$ cat src/rtl/pulpemu_uart_pkg.sv
// Shared types and constants for the PULP-emulation UART receiver.
package pulpemu_uart_pkg;

  localparam int          DATA_W  = 8;
  localparam logic [15:0] MIN_DIV = 16'd3;

`ifdef PULPEMU_UART_RX_PARITY_EN
  typedef enum logic [2:0] {ST_IDLE, ST_START, ST_DATA, ST_PARITY, ST_STOP} state_e;
`else
  typedef enum logic [2:0] {ST_IDLE, ST_START, ST_DATA, ST_STOP} state_e;
`endif

endpackage

$ cat src/rtl/pulpemu_uart_rx_fifo.sv
// First-word-fall-through receive FIFO; head is visible on data_o whenever not empty.
// Push on full succeeds only when a pop happens in the same cycle.
module pulpemu_uart_rx_fifo
  import pulpemu_uart_pkg::*;
#(
  parameter int FIFO_DEPTH = 4
) (
  input  logic              clk_i,
  input  logic              rst_i,
  input  logic              push_i,
  input  logic [DATA_W-1:0] data_i,
  input  logic              pop_i,
  output logic [DATA_W-1:0] data_o,
  output logic              full_o,
  output logic              empty_o
);

  localparam int AW = $clog2(FIFO_DEPTH);

  logic [DATA_W-1:0] mem_q [FIFO_DEPTH];
  logic [AW:0]       wr_q, rd_q;
  logic              do_push, do_pop;

  // Extra MSB on each pointer separates full from empty when the indices match.
  assign empty_o = (wr_q == rd_q);
  assign full_o  = (wr_q[AW] != rd_q[AW]) && (wr_q[AW-1:0] == rd_q[AW-1:0]);
  assign do_pop  = pop_i & ~empty_o;
  assign do_push = push_i & (~full_o | do_pop);
  assign data_o  = empty_o ? '0 : mem_q[rd_q[AW-1:0]];

  always_ff @(posedge clk_i) begin
    if (rst_i) begin
      wr_q <= '0;
      rd_q <= '0;
    end else begin
      if (do_push) wr_q <= wr_q + {{AW{1'b0}}, 1'b1};
      if (do_pop)  rd_q <= rd_q + {{AW{1'b0}}, 1'b1};
    end
  end

  always_ff @(posedge clk_i) begin
    if (do_push) mem_q[wr_q[AW-1:0]] <= data_i;
  end

endmodule

$ cat src/rtl/pulpemu_uart_rx.sv
// 8N1 UART receiver with sticky frame/overflow flags feeding a FWFT FIFO.
// Define PULPEMU_UART_RX_PARITY_EN to add an even-parity bit and parity_err_o.
module pulpemu_uart_rx
  import pulpemu_uart_pkg::*;
#(
  parameter int FIFO_DEPTH = 4
) (
  input  logic        clk_i,
  input  logic        rst_i,
  input  logic [15:0] div_i,
  input  logic        rx_i,
  output logic [7:0]  data_o,
  output logic        valid_o,
  input  logic        ready_i,
  input  logic        clr_i,
  output logic        frame_err_o,
  output logic        overflow_o,
`ifdef PULPEMU_UART_RX_PARITY_EN
  output logic        parity_err_o,
`endif
  output logic        busy_o
);

  logic        rx_s1_q, rx_s2_q, rx_prev_q;
  logic [1:0]  warm_q;
  state_e      state_q;
  logic [15:0] cnt_q, div_q, div_eff;
  logic [2:0]  bit_q;
  logic [7:0]  shift_q;
  logic        push_q, frame_err_q, overflow_q, overflow_d;
  logic        fifo_full, fifo_empty, pop, fall;
`ifdef PULPEMU_UART_RX_PARITY_EN
  logic        parity_err_q, par_ok_q;
`endif

  assign div_eff = (div_i < MIN_DIV) ? MIN_DIV : div_i;
  assign fall    = rx_prev_q & ~rx_s2_q;

  // rx_prev_q only holds real line samples once the synchronizer has flushed its
  // reset value, so a line held low across reset never looks like a falling edge.
  always_ff @(posedge clk_i) begin
    if (rst_i) begin
      rx_s1_q   <= 1'b1;
      rx_s2_q   <= 1'b1;
      rx_prev_q <= 1'b0;
      warm_q    <= 2'b00;
    end else begin
      rx_s1_q   <= rx_i;
      rx_s2_q   <= rx_s1_q;
      rx_prev_q <= warm_q[1] & rx_s2_q;
      warm_q    <= {warm_q[0], 1'b1};
    end
  end

  always_ff @(posedge clk_i) begin
    if (rst_i) begin
      state_q     <= ST_IDLE;
      cnt_q       <= '0;
      div_q       <= MIN_DIV;
      bit_q       <= '0;
      shift_q     <= '0;
      push_q      <= 1'b0;
      frame_err_q <= 1'b0;
`ifdef PULPEMU_UART_RX_PARITY_EN
      parity_err_q <= 1'b0;
      par_ok_q     <= 1'b1;
`endif
    end else begin
      push_q <= 1'b0;
      if (clr_i) frame_err_q <= 1'b0;
`ifdef PULPEMU_UART_RX_PARITY_EN
      if (clr_i) parity_err_q <= 1'b0;
`endif
      case (state_q)
        ST_IDLE: if (fall) begin
          state_q <= ST_START;
          cnt_q   <= div_eff >> 1;
          div_q   <= div_eff;
        end
        ST_START: if (cnt_q == '0) begin
          if (!rx_s2_q) begin
            state_q <= ST_DATA;
            cnt_q   <= div_q;
            bit_q   <= '0;
          end else begin
            state_q <= ST_IDLE;
          end
        end else cnt_q <= cnt_q - 16'd1;
        ST_DATA: if (cnt_q == '0) begin
          shift_q <= {rx_s2_q, shift_q[7:1]};
          cnt_q   <= div_q;
          bit_q   <= bit_q + 3'd1;
`ifdef PULPEMU_UART_RX_PARITY_EN
          if (bit_q == 3'd7) state_q <= ST_PARITY;
`else
          if (bit_q == 3'd7) state_q <= ST_STOP;
`endif
        end else cnt_q <= cnt_q - 16'd1;
`ifdef PULPEMU_UART_RX_PARITY_EN
        ST_PARITY: if (cnt_q == '0) begin
          cnt_q    <= div_q;
          state_q  <= ST_STOP;
          par_ok_q <= ~(^shift_q ^ rx_s2_q);
          if (^shift_q ^ rx_s2_q) parity_err_q <= 1'b1;
        end else cnt_q <= cnt_q - 16'd1;
`endif
        ST_STOP: if (cnt_q == '0) begin
          state_q <= ST_IDLE;
`ifdef PULPEMU_UART_RX_PARITY_EN
          if (rx_s2_q) push_q <= par_ok_q;
`else
          if (rx_s2_q) push_q <= 1'b1;
`endif
          else frame_err_q <= 1'b1;
        end else cnt_q <= cnt_q - 16'd1;
        default: state_q <= ST_IDLE;
      endcase
    end
  end

  assign pop        = valid_o & ready_i;
  assign overflow_d = (push_q & fifo_full & ~pop) | (overflow_q & ~clr_i);

  always_ff @(posedge clk_i) begin
    if (rst_i) overflow_q <= 1'b0;
    else       overflow_q <= overflow_d;
  end

  pulpemu_uart_rx_fifo #(.FIFO_DEPTH(FIFO_DEPTH)) u_fifo (
    .clk_i   (clk_i),
    .rst_i   (rst_i),
    .push_i  (push_q),
    .data_i  (shift_q),
    .pop_i   (pop),
    .data_o  (data_o),
    .full_o  (fifo_full),
    .empty_o (fifo_empty)
  );

  assign valid_o     = ~fifo_empty;
  assign frame_err_o = frame_err_q;
  assign overflow_o  = overflow_q;
  assign busy_o      = (state_q != ST_IDLE);
`ifdef PULPEMU_UART_RX_PARITY_EN
  assign parity_err_o = parity_err_q;
`endif

endmodule

$ cat config.mk
export PLATFORM = sky130hd
export DESIGN_NAME = pulpemu_uart_rx
export DESIGN_NICKNAME = d
export VERILOG_FILES = /design/src/rtl/pulpemu_uart_pkg.sv /design/src/rtl/pulpemu_uart_rx_fifo.sv /design/src/rtl/pulpemu_uart_rx.sv
export SDC_FILE = /design/constraint.sdc
export NUM_CORES = 1
export LEC_CHECK = 0
export ABC_AREA = 1
export CAP_MARGIN = 10
export CORE_AREA = 2 2 96 98
export CTS_BUF_LIST = sky130_fd_sc_hd__clkbuf_8
export DETAILED_ROUTE_END_ITERATION = 8
export DIE_AREA = 0 0 98 100
export MAX_ROUTING_LAYER = met4
export PLACE_DENSITY = 0.75
export SETUP_SLACK_MARGIN = 0.02
export SLEW_MARGIN = 20
export SYNTH_ARGS = -nofsm -noshare
export SYNTH_HDL_FRONTEND = slang
export SYNTH_SLANG_ARGS = --single-unit
$ cat constraint.sdc
create_clock -name clk_i -period 1.9 [get_ports clk_i]
set_clock_uncertainty 0.2 [all_clocks]
set_input_delay 0.475 -clock clk_i [delete_from_list [all_inputs] [get_ports clk_i]]
set_output_delay 0.475 -clock clk_i [all_outputs]
set_load 0.02 [all_outputs]
== After elaboration in Yosys (flattened, before gate mapping) ==
Memory sizes are Yosys's and may differ from the RTL's. A register that Yosys moved wholly into a read port is not among the register bits.
Index checks and enable logic that the tools add are counted.
W data, S select, Z words.
Operators by class
  add/sub/neg operators: 4
  $lt $le $gt $ge: 1
  eq/ne operators: 15
  multiplexer cells: 29
  bitwise operators: 17
  reductions and logical operators: 12
Operators by type and width (count)
  $mux W16: 6
  $pmux W16 S4: 1
  $mux W3: 8
  $logic_not A16 Y1: 1
  $lt A16 B2 Y1 const B: 1
  $sub A16 B1 Y16 const B: 1
  $ne A2 B2 Y1 const B: 7
  $pmux W3 S4: 1
  $add A3 B1 Y3 const B: 3
  $and A1 B1 Y1: 8
  $mux W1: 8
  $mux W8: 1
  $reduce_and A4 Y1: 2
  $not A1 Y1: 7
  $eq A3 B2 Y1 const B: 2
  $mux W2: 3
  $pmux W3 S2: 1
  $reduce_and A5 Y1: 1
  $reduce_and A2 Y1: 2
  $reduce_bool A4 Y1: 1
  $eq A3 B1 Y1 const B: 1
  $eq A3 B3 Y1: 1
  $eq A3 B3 Y1 const B: 1
  $logic_not A3 Y1: 1
  8 further kinds: 9
Storage, ports and cells
  flip-flop bits (word level): 60
  bits in writable memories: 32
  input bits: 21
  output and inout bits: 12
  memories: 1
Memory list
  u_fifo.mem_q: words 4, width 8, read ports 1, clocked after Yosys merged registers in 1, wr ports 1, line pulpemu_uart_rx_fifo.sv:20  | logic [DATA_W-1:0] mem_q [FIFO_DEPTH];

== Depth between registers and ports, before layout ==
Gate-level depths: netlist of run 1.
  depth in word-level cells: 8
  mapped depth: 13

== By module ==
From an unflattened synthesis of run 1, not the netlist that was laid out.
Unflattened totals
  cells, all modules: 605
  area, all modules: 4725.8 um^2
By module, submodules not included
  pulpemu_uart_rx: times used 1, cells each 445, area each 2982.9 um^2, sequential area each 1061.0 um^2
  pulpemu_uart_rx_fifo: times used 1, cells each 160, area each 1742.9 um^2, sequential area each 1121.1 um^2

== Least setup slack after synthesis of run 1 ==
No wires, ideal clock.
  path type: flip-flop to output port
  from: reg with a tool-made name
  to: out data_o[5]
  data arrival time: 1.357 ns
  required time: 1.225 ns
  path slack: -0.132 ns
  cell stages (with the launch flop): 8
  buffers on the path: 2
  cell sequence: dfxtp_1 -> clkbuf_1 -> inv_1 -> clkbuf_1 -> nor2_1 -> o32ai_1 -> nand2_1 -> inv_1
RTL lines
  end, declared: line pulpemu_uart_rx.sv:12  | output logic [7:0] data_o,

==> metrics.txt, run 1 <==
# TYPE chip_impl_metric gauge
chip_impl_info{name="outcome",value="complete, but fails checks"} 1
chip_impl_info{name="failing_checks",value="setup timing"} 1
chip_impl_metric{name="number_of_antenna_violations_at_the_first_check_in_global_routing",unit=""} 0
chip_impl_metric{name="initial_standard_cell_utilization_of_the_core",unit="%"} 52.7
chip_impl_metric{name="synth_cell_types",unit=""} 32
chip_impl_metric{name="critPathMaxFanout",unit=""} 4
chip_impl_metric{name="critical_path_required",unit="ns"} 1.22
chip_impl_metric{name="timing.hold.ws",unit="ns"} 0.209
chip_impl_metric{name="final-max-slew-violation-count",unit=""} 0
chip_impl_metric{name="portBuffers",unit=""} 32
chip_impl_metric{name="slew_headroom",unit="%"} 72.8
chip_impl_metric{name="ir_drop",unit="V"} 0.000578
chip_impl_info{name="yosys_most_used_dff",value="dfxtp_1"} 1
chip_impl_metric{name="drt-pass1-iter-count",unit=""} 5
chip_impl_metric{name="hold-path-cell-count",unit=""} 2
chip_impl_metric{name="cts_made_buffers",unit=""} 9
chip_impl_metric{name="fmaxAchievable",unit="MHz"} 453
chip_impl_info{name="grt_setup_unrepaired",value="yes"} 1
chip_impl_info{name="crit_chain",value="bufbuf_16 > o21ai_1 > o32ai_2 > nand2_1 > inv_2 > buf_6"} 1
chip_impl_info{name="ys_top_cells_by_area",value="dfxtp_1 (26%), edfxtp_1 (21%), nand2_1 (10%)"} 1
chip_impl_metric{name="pwr_density_cell",unit="mW/mm^2"} 1000
chip_impl_metric{name="regToRegSetupSlack",unit="ns"} -0.14
chip_impl_metric{name="ant_nets",unit=""} 0
chip_impl_metric{name="route.met3.wl",unit="microns"} 665
chip_impl_metric{name="grt_max_degree",unit=""} 37
chip_impl_metric{name="wl_met2",unit="microns"} 7050
chip_impl_info{name="critPathKind",value="reg2out"} 1
chip_impl_metric{name="postSynth.asyncResetShare",unit="%"} 0
chip_impl_metric{name="synth.yosys.warnings",unit=""} 0
chip_impl_metric{name="dpl.hpwl",unit="microns"} 7970
chip_impl_metric{name="core_area",unit="sq mm"} 0.00889
chip_impl_metric{name="clock_sinks",unit=""} 93
chip_impl_info{name="crit_path_start_kind",value="flop"} 1
chip_impl_info{name="top_layer",value="met4"} 1
chip_impl_info{name="hold_path_startpoint",value="warm_q[0]"} 1
chip_impl_info{name="r2r_end",value="cnt_q[5]"} 1
chip_impl_metric{name="vias_per_cell",unit=""} 5.44
chip_impl_metric{name="wirelength_met1",unit="microns"} 5060
chip_impl_metric{name="max_cap_viol_count",unit=""} 0
chip_impl_metric{name="first_global_vias",unit=""} 4487
chip_impl_metric{name="fin_cells",unit=""} 836
chip_impl_info{name="leading_area_contributor_after_synthesis",value="dfxtp_1"} 1
chip_impl_metric{name="mappedNetlistNets",unit=""} 645
chip_impl_metric{name="synth_sequential_area_ratio",unit="%"} 46.6
chip_impl_info{name="whs_endpoint",value="warm_q[1]"} 1
chip_impl_info{name="holdCritPathClass",value="reg2reg"} 1
chip_impl_metric{name="fraction_of_final_layout_cells_with_drive_strength_greater_than_1",unit="%"} 34.5
chip_impl_metric{name="cts-root-to-sink-buffers",unit=""} 2
chip_impl_metric{name="drt-initial-drc-count",unit=""} 227
chip_impl_metric{name="timing.final.setup_violations",unit=""} 35
chip_impl_metric{name="final.setup.worst_slack",unit="ns"} -0.306
chip_impl_metric{name="crit_arrival",unit="ns"} 1.53
chip_impl_info{name="endpoint_kind",value="output port"} 1
chip_impl_metric{name="post-place-cells",unit=""} 799
chip_impl_metric{name="drcViolationCount",unit=""} 0
chip_impl_info{name="rr_startpoint",value="cnt_q[0]"} 1
chip_impl_metric{name="areaGrowthSynthToFinish",unit="%"} 42.1
chip_impl_metric{name="hold_viol_final",unit=""} 0
chip_impl_metric{name="dieArea",unit="sq mm"} 0.00980
chip_impl_metric{name="diodes",unit=""} 0
chip_impl_metric{name="track_usage",unit="%"} 26.9
chip_impl_metric{name="crit_cells",unit=""} 6
chip_impl_metric{name="power.leakage",unit="nW"} 2.92
chip_impl_metric{name="row_count",unit=""} 35
chip_impl_metric{name="critical_path.max_stage_delay",unit="ns"} 0.38
chip_impl_metric{name="final_cycle_utilization_of_the_critical_path",unit="%"} 116
chip_impl_metric{name="final_core_utilization",unit="%"} 74.8
chip_impl_metric{name="post-synth-top-area-fraction",unit="%"} 26.1
chip_impl_metric{name="synth.cell_area",unit="sq mm"} 0.00468
chip_impl_metric{name="chipHeight",unit="microns"} 100
chip_impl_metric{name="route.detailed.wl_per_inst",unit="microns"} 15.9
chip_impl_metric{name="report.power.total",unit="W"} 0.00665
chip_impl_metric{name="timing_worst_slew_pin_value",unit="ns"} 0.407
chip_impl_metric{name="clock_insertion_delay_worst_skew",unit="ns"} 0.37
chip_impl_info{name="cts_root_buf",value="clkbuf_8"} 1
chip_impl_metric{name="h-tree-depth",unit=""} 3
chip_impl_info{name="tritoncts",value="built"} 1
chip_impl_metric{name="postSynthRegisterBits",unit=""} 93
chip_impl_metric{name="clk_pin_slew",unit="ns"} 0.10
chip_impl_info{name="layout.cells.most_common",value="nand2_1"} 1
chip_impl_metric{name="first_pass_grt_wire_length",unit="microns"} 20400
chip_impl_info{name="cpMaxStageDelayCell",value="dfxtp_4"} 1
chip_impl_metric{name="post_synthesis_area_per_instance",unit="sq um"} 7.68
chip_impl_metric{name="gr-total-overflow",unit=""} 0
chip_impl_metric{name="num_vias",unit=""} 4549
chip_impl_info{name="commonest_cells_after_routing_fill_and_taps_aside",value="nand2_1 (103), inv_1 (67), nor2_1 (64)"} 1
chip_impl_metric{name="final_gp_congestion",unit=""} 1.00
chip_impl_metric{name="floorplan.io_pins",unit=""} 33
chip_impl_metric{name="synth-edff-count",unit=""} 32
chip_impl_metric{name="netlist_instances",unit=""} 610
chip_impl_metric{name="critical_path.n_buffers_inverters",unit=""} 3
chip_impl_metric{name="r2r.worst_path.cells",unit=""} 14
chip_impl_metric{name="nNetsFinal",unit=""} 755
chip_impl_metric{name="die_x",unit="microns"} 98
chip_impl_metric{name="wirelength",unit="microns"} 13300
chip_impl_metric{name="post_layout_min_period",unit="ns"} 2.21
chip_impl_info{name="critical_path.top_delay_family",value="buffers and inverters"} 1
==> metrics by stage <==
step / setup WS [ns] / area [sq um] / TNS, ns
after floorplan: 0.0665 / 4690 / 0
after global placement: -0.453 / 5570 / -8.58
after detailed placement: -0.552 / 5570 / -10.67
after CTS: -0.245 / 6260 / -3.09
after global routing: -0.360 / 6650 / -6.84
final: -0.306 / 6650 / -3.49
==> per-layer routing <==
| metal | track usage (%) | up-vias |
|---|---|---|
| met3 | 3.62 | 49 |
| met2 | 48.9 | 166 |
| met4 | 13.4 | 0 |
| met1 | 28.8 | 2135 |
| met5 | - | - |
| li1 | - | 2199 |
==> area by class of cell <==
| cell class | count | area, sq um |
|---|---|---|
| clock buffer | 9 | 124 |
| sequential | 93 | 2200 |
| timing repair buffer | 117 | 1130 |
| tap | 111 | 139 |
| clock inverter | 7 | 90.1 |
| inverter | 84 | 340 |
| multi-input combinational | 414 | 2630 |
| fill | 587 | 2240 |
| timing repair inverter | 1 | 6.26 |
==> cells by family after synthesis <==
logic type,after synthesis,synth area share (%)
AOI/OAI and AO/OA,124,14.1
xor gates and xnor gates,13,2.43
adders and majority gates,14,3.74
buffers and inverters,103,8.76
DFF,93,46.6
and+or+nand+nor,263,24.4
==> report_power, final <==
group | internal (W) | leakage (nW) | switching [W]
sequential | 0.00211 | 0.871 | 0.0000912
clock | 0.000645 | 0.110 | 0.000778
combinational | 0.00133 | 1.94 | 0.00170
total | 0.00408 | 2.92 | 0.00257
==> worst register-to-register path, cell delays in order (launching register included) <==
cell,delay (ns)
dfxtp_2,0.33
inv_2,0.08
ha_4,0.15
inv_2,0.03
nor2_1,0.08
nand2_1,0.09
nor2_4,0.17
buf_6,0.13
nand4_4,0.10
nand2_4,0.16
buf_12,0.14
buf_8,0.12
a21oi_2,0.03
nand2_1,0.08
a21oi_2,0.06
==> synthesized netlist by cell type (4+ instances only) <==
master	number
nand2_1	129
inv_1	80
nor2_1	78
a21oi_1	61
dfxtp_1	61
o21ai_0	39
edfxtp_1	32
nand3_1	24
clkbuf_1	15
ha_1	14
o21ai_1	13
o32ai_1	8
xnor2_1	8
nand4_1	6
nor3_1	6
xor2_1	5
inv_2	4
nor2_2	4
==> registers in the layout, indices dropped and copies added (netlist names), 2 cells and up, named ones only <==
register	flops
bit_q	3
cnt_q	16
div_q	16
shift_q	8
state_q	2
u_fifo.mem_q	32
u_fifo.rd_q	3
u_fifo.wr_q	3
warm_q	2
==> worst max path at each step <==
stage / start / end / slack (ns)
2_1_floorplan: cnt_q[0] / cnt_q[4] / 0.07
6_report: flop / data_o[6] / -0.31
3_3_place_gp: flop / data_o[0] / -0.45
4_1_cts: flop / data_o[6] / -0.24
5_1_grt: flop / data_o[6] / -0.36
3_5_place_dp: flop / data_o[1] / -0.55
==> timing repair <==
action / in CTS / in global routing
gates cloned: 3 / 1
resized for setup: 146 / 107
setup buffers: 14 / 7
pin swaps: 35 / 56
setup endpoints to repair: 39 / 49
hold buffers: 0 / 0
Power figures use the tool's default switching activity.
==> run 2: changes to the inputs <==
--- a/config.mk
+++ b/config.mk
@@ -6,7 +6,7 @@
 export NUM_CORES = 1
 export LEC_CHECK = 0
 export ABC_AREA = 1
-export CAP_MARGIN = 10
+export CAP_MARGIN = 25
 export CORE_AREA = 2 2 96 98
 export CTS_BUF_LIST = sky130_fd_sc_hd__clkbuf_8
 export DETAILED_ROUTE_END_ITERATION = 8
@@ -18,3 +18,4 @@
 export SYNTH_ARGS = -nofsm -noshare
 export SYNTH_HDL_FRONTEND = slang
 export SYNTH_SLANG_ARGS = --single-unit
+export TNS_END_PERCENT = 30
==> run 2 against run 1 <==
  * The flow still finishes with violations (setup timing)
  * Cell count fell by 1.6%
  * Worst hold slack got worse by 0.0012 ns
  * Setup slack improved by 0.0069 ns
  * Sequential cell count did not move
  * Sequential share of layout area rose by 2.9 points
  * Total power fell by 12%
  * Clock-buffer cell count did not move
==> metrics.txt, run 2 (synthesized netlist as in run 1, its figures left out) <==
# TYPE chip_impl_metric gauge
chip_impl_metric{name="grt_max_degree",unit=""} 37
chip_impl_info{name="tritoncts",value="built"} 1
chip_impl_metric{name="switching_share",unit="%"} 36.5
chip_impl_info{name="cts_root_buf",value="clkbuf_8"} 1
chip_impl_metric{name="chipHeight",unit="microns"} 100
chip_impl_metric{name="drt-initial-drc-count",unit=""} 190
chip_impl_info{name="layout.cells.most_common",value="nand2_1"} 1
chip_impl_metric{name="post_layout_min_period",unit="ns"} 2.20
chip_impl_metric{name="floorplan.io_pins",unit=""} 33
chip_impl_metric{name="clk_pin_slew",unit="ns"} 0.10
chip_impl_metric{name="nNetsFinal",unit=""} 742
chip_impl_metric{name="cts_made_buffers",unit=""} 9
chip_impl_metric{name="power.leakage",unit="nW"} 2.78
chip_impl_metric{name="area_occupied_by_registers",unit="sq mm"} 0.00220
chip_impl_metric{name="dieArea",unit="sq mm"} 0.00980
chip_impl_metric{name="final_cycle_utilization_of_the_critical_path",unit="%"} 116
chip_impl_metric{name="fill_cells",unit=""} 686
chip_impl_metric{name="final_gp_congestion",unit=""} 1.00
chip_impl_metric{name="power.share.combinational",unit="%"} 38.8
chip_impl_info{name="whs_endpoint",value="warm_q[1]"} 1
chip_impl_metric{name="first_global_vias",unit=""} 4325
chip_impl_metric{name="pwr_density_cell",unit="mW/mm^2"} 959
chip_impl_metric{name="dpl-instance-area",unit="sq mm"} 0.00557
chip_impl_metric{name="footprint_of_the_multi_input_gates",unit="sq mm"} 0.00228
chip_impl_info{name="crit_path_start_kind",value="flop"} 1
chip_impl_info{name="endpoint_kind",value="output port"} 1
chip_impl_metric{name="max_cap_viol_count",unit=""} 0
chip_impl_metric{name="critical_path_required",unit="ns"} 1.22
chip_impl_metric{name="fin_setup_tns",unit="ns"} -2.90
chip_impl_info{name="holdCritPathClass",value="reg2reg"} 1
chip_impl_metric{name="number_of_antenna_violations_at_the_first_check_in_global_routing",unit=""} 0
chip_impl_metric{name="wirelength",unit="microns"} 11700
chip_impl_metric{name="r2r.worst_path.cells",unit=""} 12
chip_impl_info{name="commonest_cells_after_routing_fill_and_taps_aside",value="nand2_1 (126), inv_1 (71), nor2_1 (71)"} 1
chip_impl_info{name="outcome",value="complete, but fails checks"} 1
chip_impl_metric{name="core_area",unit="sq mm"} 0.00889
chip_impl_metric{name="ir_drop",unit="V"} 0.000514
chip_impl_metric{name="timing.final.setup_violations",unit=""} 28
chip_impl_metric{name="cts-root-to-sink-buffers",unit=""} 2
chip_impl_metric{name="p_int",unit="W"} 0.00373
chip_impl_info{name="hold_path_startpoint",value="warm_q[0]"} 1
chip_impl_metric{name="row_count",unit=""} 35
chip_impl_metric{name="place_ws",unit="ns"} -0.552
chip_impl_metric{name="clock_sinks",unit=""} 93
chip_impl_metric{name="fmaxAchievable",unit="MHz"} 455
chip_impl_metric{name="share_clk_of_total_power",unit="%"} 24.0
chip_impl_metric{name="switching_power",unit="W"} 0.00214
chip_impl_metric{name="clock_insertion_delay_worst_skew",unit="ns"} 0.37
chip_impl_metric{name="portBuffers",unit=""} 32
chip_impl_metric{name="drcViolationCount",unit=""} 0
chip_impl_metric{name="first_pass_grt_wire_length",unit="microns"} 19500
chip_impl_metric{name="dpl.hpwl",unit="microns"} 7970
chip_impl_metric{name="final.setup.worst_slack",unit="ns"} -0.299
chip_impl_metric{name="initial_standard_cell_utilization_of_the_core",unit="%"} 52.7
chip_impl_metric{name="slew_headroom",unit="%"} 78.8
chip_impl_metric{name="h-tree-depth",unit=""} 3
chip_impl_metric{name="route.detailed.wl_per_inst",unit="microns"} 14.2
chip_impl_info{name="failing_checks",value="setup timing"} 1
chip_impl_metric{name="diodes",unit=""} 0
chip_impl_metric{name="track_usage",unit="%"} 25.6
chip_impl_metric{name="ant_nets",unit=""} 0
chip_impl_metric{name="hold_viol_final",unit=""} 0
chip_impl_metric{name="drt-pass1-iter-count",unit=""} 5
chip_impl_metric{name="fraction_of_final_layout_cells_with_drive_strength_greater_than_1",unit="%"} 23.9
chip_impl_info{name="rr_startpoint",value="cnt_q[1]"} 1
chip_impl_metric{name="vias_per_cell",unit=""} 5.24
chip_impl_info{name="critPathKind",value="reg2out"} 1
chip_impl_metric{name="final-max-slew-violation-count",unit=""} 0
chip_impl_metric{name="num_vias",unit=""} 4316
chip_impl_metric{name="timing_worst_slew_pin_value",unit="ns"} 0.317
chip_impl_info{name="grt_setup_unrepaired",value="yes"} 1
chip_impl_metric{name="final_design_area_no_fill",unit="sq mm"} 0.00612
chip_impl_metric{name="largest_register_ff_count",unit=""} 32
chip_impl_metric{name="gr-total-overflow",unit=""} 0
chip_impl_metric{name="report.power.total",unit="W"} 0.00587
chip_impl_metric{name="hold-path-cell-count",unit=""} 2
chip_impl_metric{name="crit_arrival",unit="ns"} 1.52
chip_impl_metric{name="sequential_power_share",unit="%"} 37.2
chip_impl_info{name="r2r_end",value="shift_q[6]"} 1
chip_impl_metric{name="critPathMaxFanout",unit=""} 4
chip_impl_metric{name="die_x",unit="microns"} 98
chip_impl_metric{name="regToRegSetupSlack",unit="ns"} -0.11
chip_impl_metric{name="areaGrowthSynthToFinish",unit="%"} 30.8
==> run 2: cell count changes in the layout (fill, tap and decap cells not counted), moves of 5 or more <==
| cell | before | now |
|---|---|---|
| buf_6 | 25 | 14 |
| nand2_2 | 19 | 4 |
| o21ai_1 | 14 | 19 |
| nor2_1 | 64 | 71 |
| a21oi_2 | 20 | 4 |
| nand2_4 | 8 | 2 |
| o21ai_2 | 9 | 2 |
| a21oi_1 | 41 | 57 |
| nand2_1 | 103 | 126 |
==> run 2: area by class of cell <==
type / count / area share [%]
flip-flops and latches: 93 / 35.9
repair buffers: 104 / 15.6
repair inverters: 1 / 0.102
well taps: 111 / 2.27
inverters: 84 / 5.35
clock buffers: 9 / 2.02
multi-input cells: 414 / 37.2
clock inverters: 7 / 1.47
==> run 2: routing by layer <==
metal / up-vias / part of all wire (%) / GRT usage (%) / wire length [microns]
met5: - / 0 / - / 0
met1: 1996 / 41 / 28.0 / 4770
met2: 113 / 53 / 46.2 / 6160
li1: 2181 / - / - / -
met3: 26 / 4.1 / 4.11 / 478
met4: 0 / 2.4 / 11.4 / 284
==> run 2: how the worst max path moves through the flow <==
stage / from / endpoint / slack [ns] / depth (start not counted)
after floorplan: cnt_q[0] / cnt_q[4] / 0.07 / 13
after global placement: flop / data_o[0] / -0.45 / 6
after detailed placement: flop / data_o[1] / -0.55 / 6
after CTS: flop / data_o[6] / -0.24 / 7
after global routing: flop / data_o[6] / -0.36 / 7
final: flop / data_o[6] / -0.30 / 6
==> run 2: worst max-delay path, cell delays in order (launching register included) <==
cell	delay (ns)
dfxtp_4	0.38
bufbuf_16	0.26
o21ai_1	0.17
o32ai_2	0.11
nand2_1	0.09
inv_2	0.04
buf_6	0.12
==> run 2: what timing repair did <==
item | in CTS | in global routing
gates resized for setup | 93 | 49
endpoints found under the setup margin | 39 | 48
pin swaps | 4 | 16
gates cloned | 2 | 0
hold buffers | 0 | 0
buffers inserted | 3 | 3
==> run 2: stage by stage <==
stage	hold WS, ns	utilization, %	cells
final	0.207	68.9	823
after global routing	0.250	68.9	823
after CTS	0.208	66.8	820
after detailed placement	0.194	62.7	799
after global placement	0.191	62.7	799
after floorplan	0.188	-	610
==> run 2: power by group through the flow <==
stage	Clock (W)	Combinational [W]	Sequential, W
6_report	0.00141	0.00228	0.00218
5_1_grt	0.00150	0.00253	0.00220
4_1_cts	0.00143	0.00208	0.00218
3_5_place_dp	0	0.00200	0.00223
3_3_place_gp	0	0.00196	0.00222
2_1_floorplan	0	0.00131	0.00221
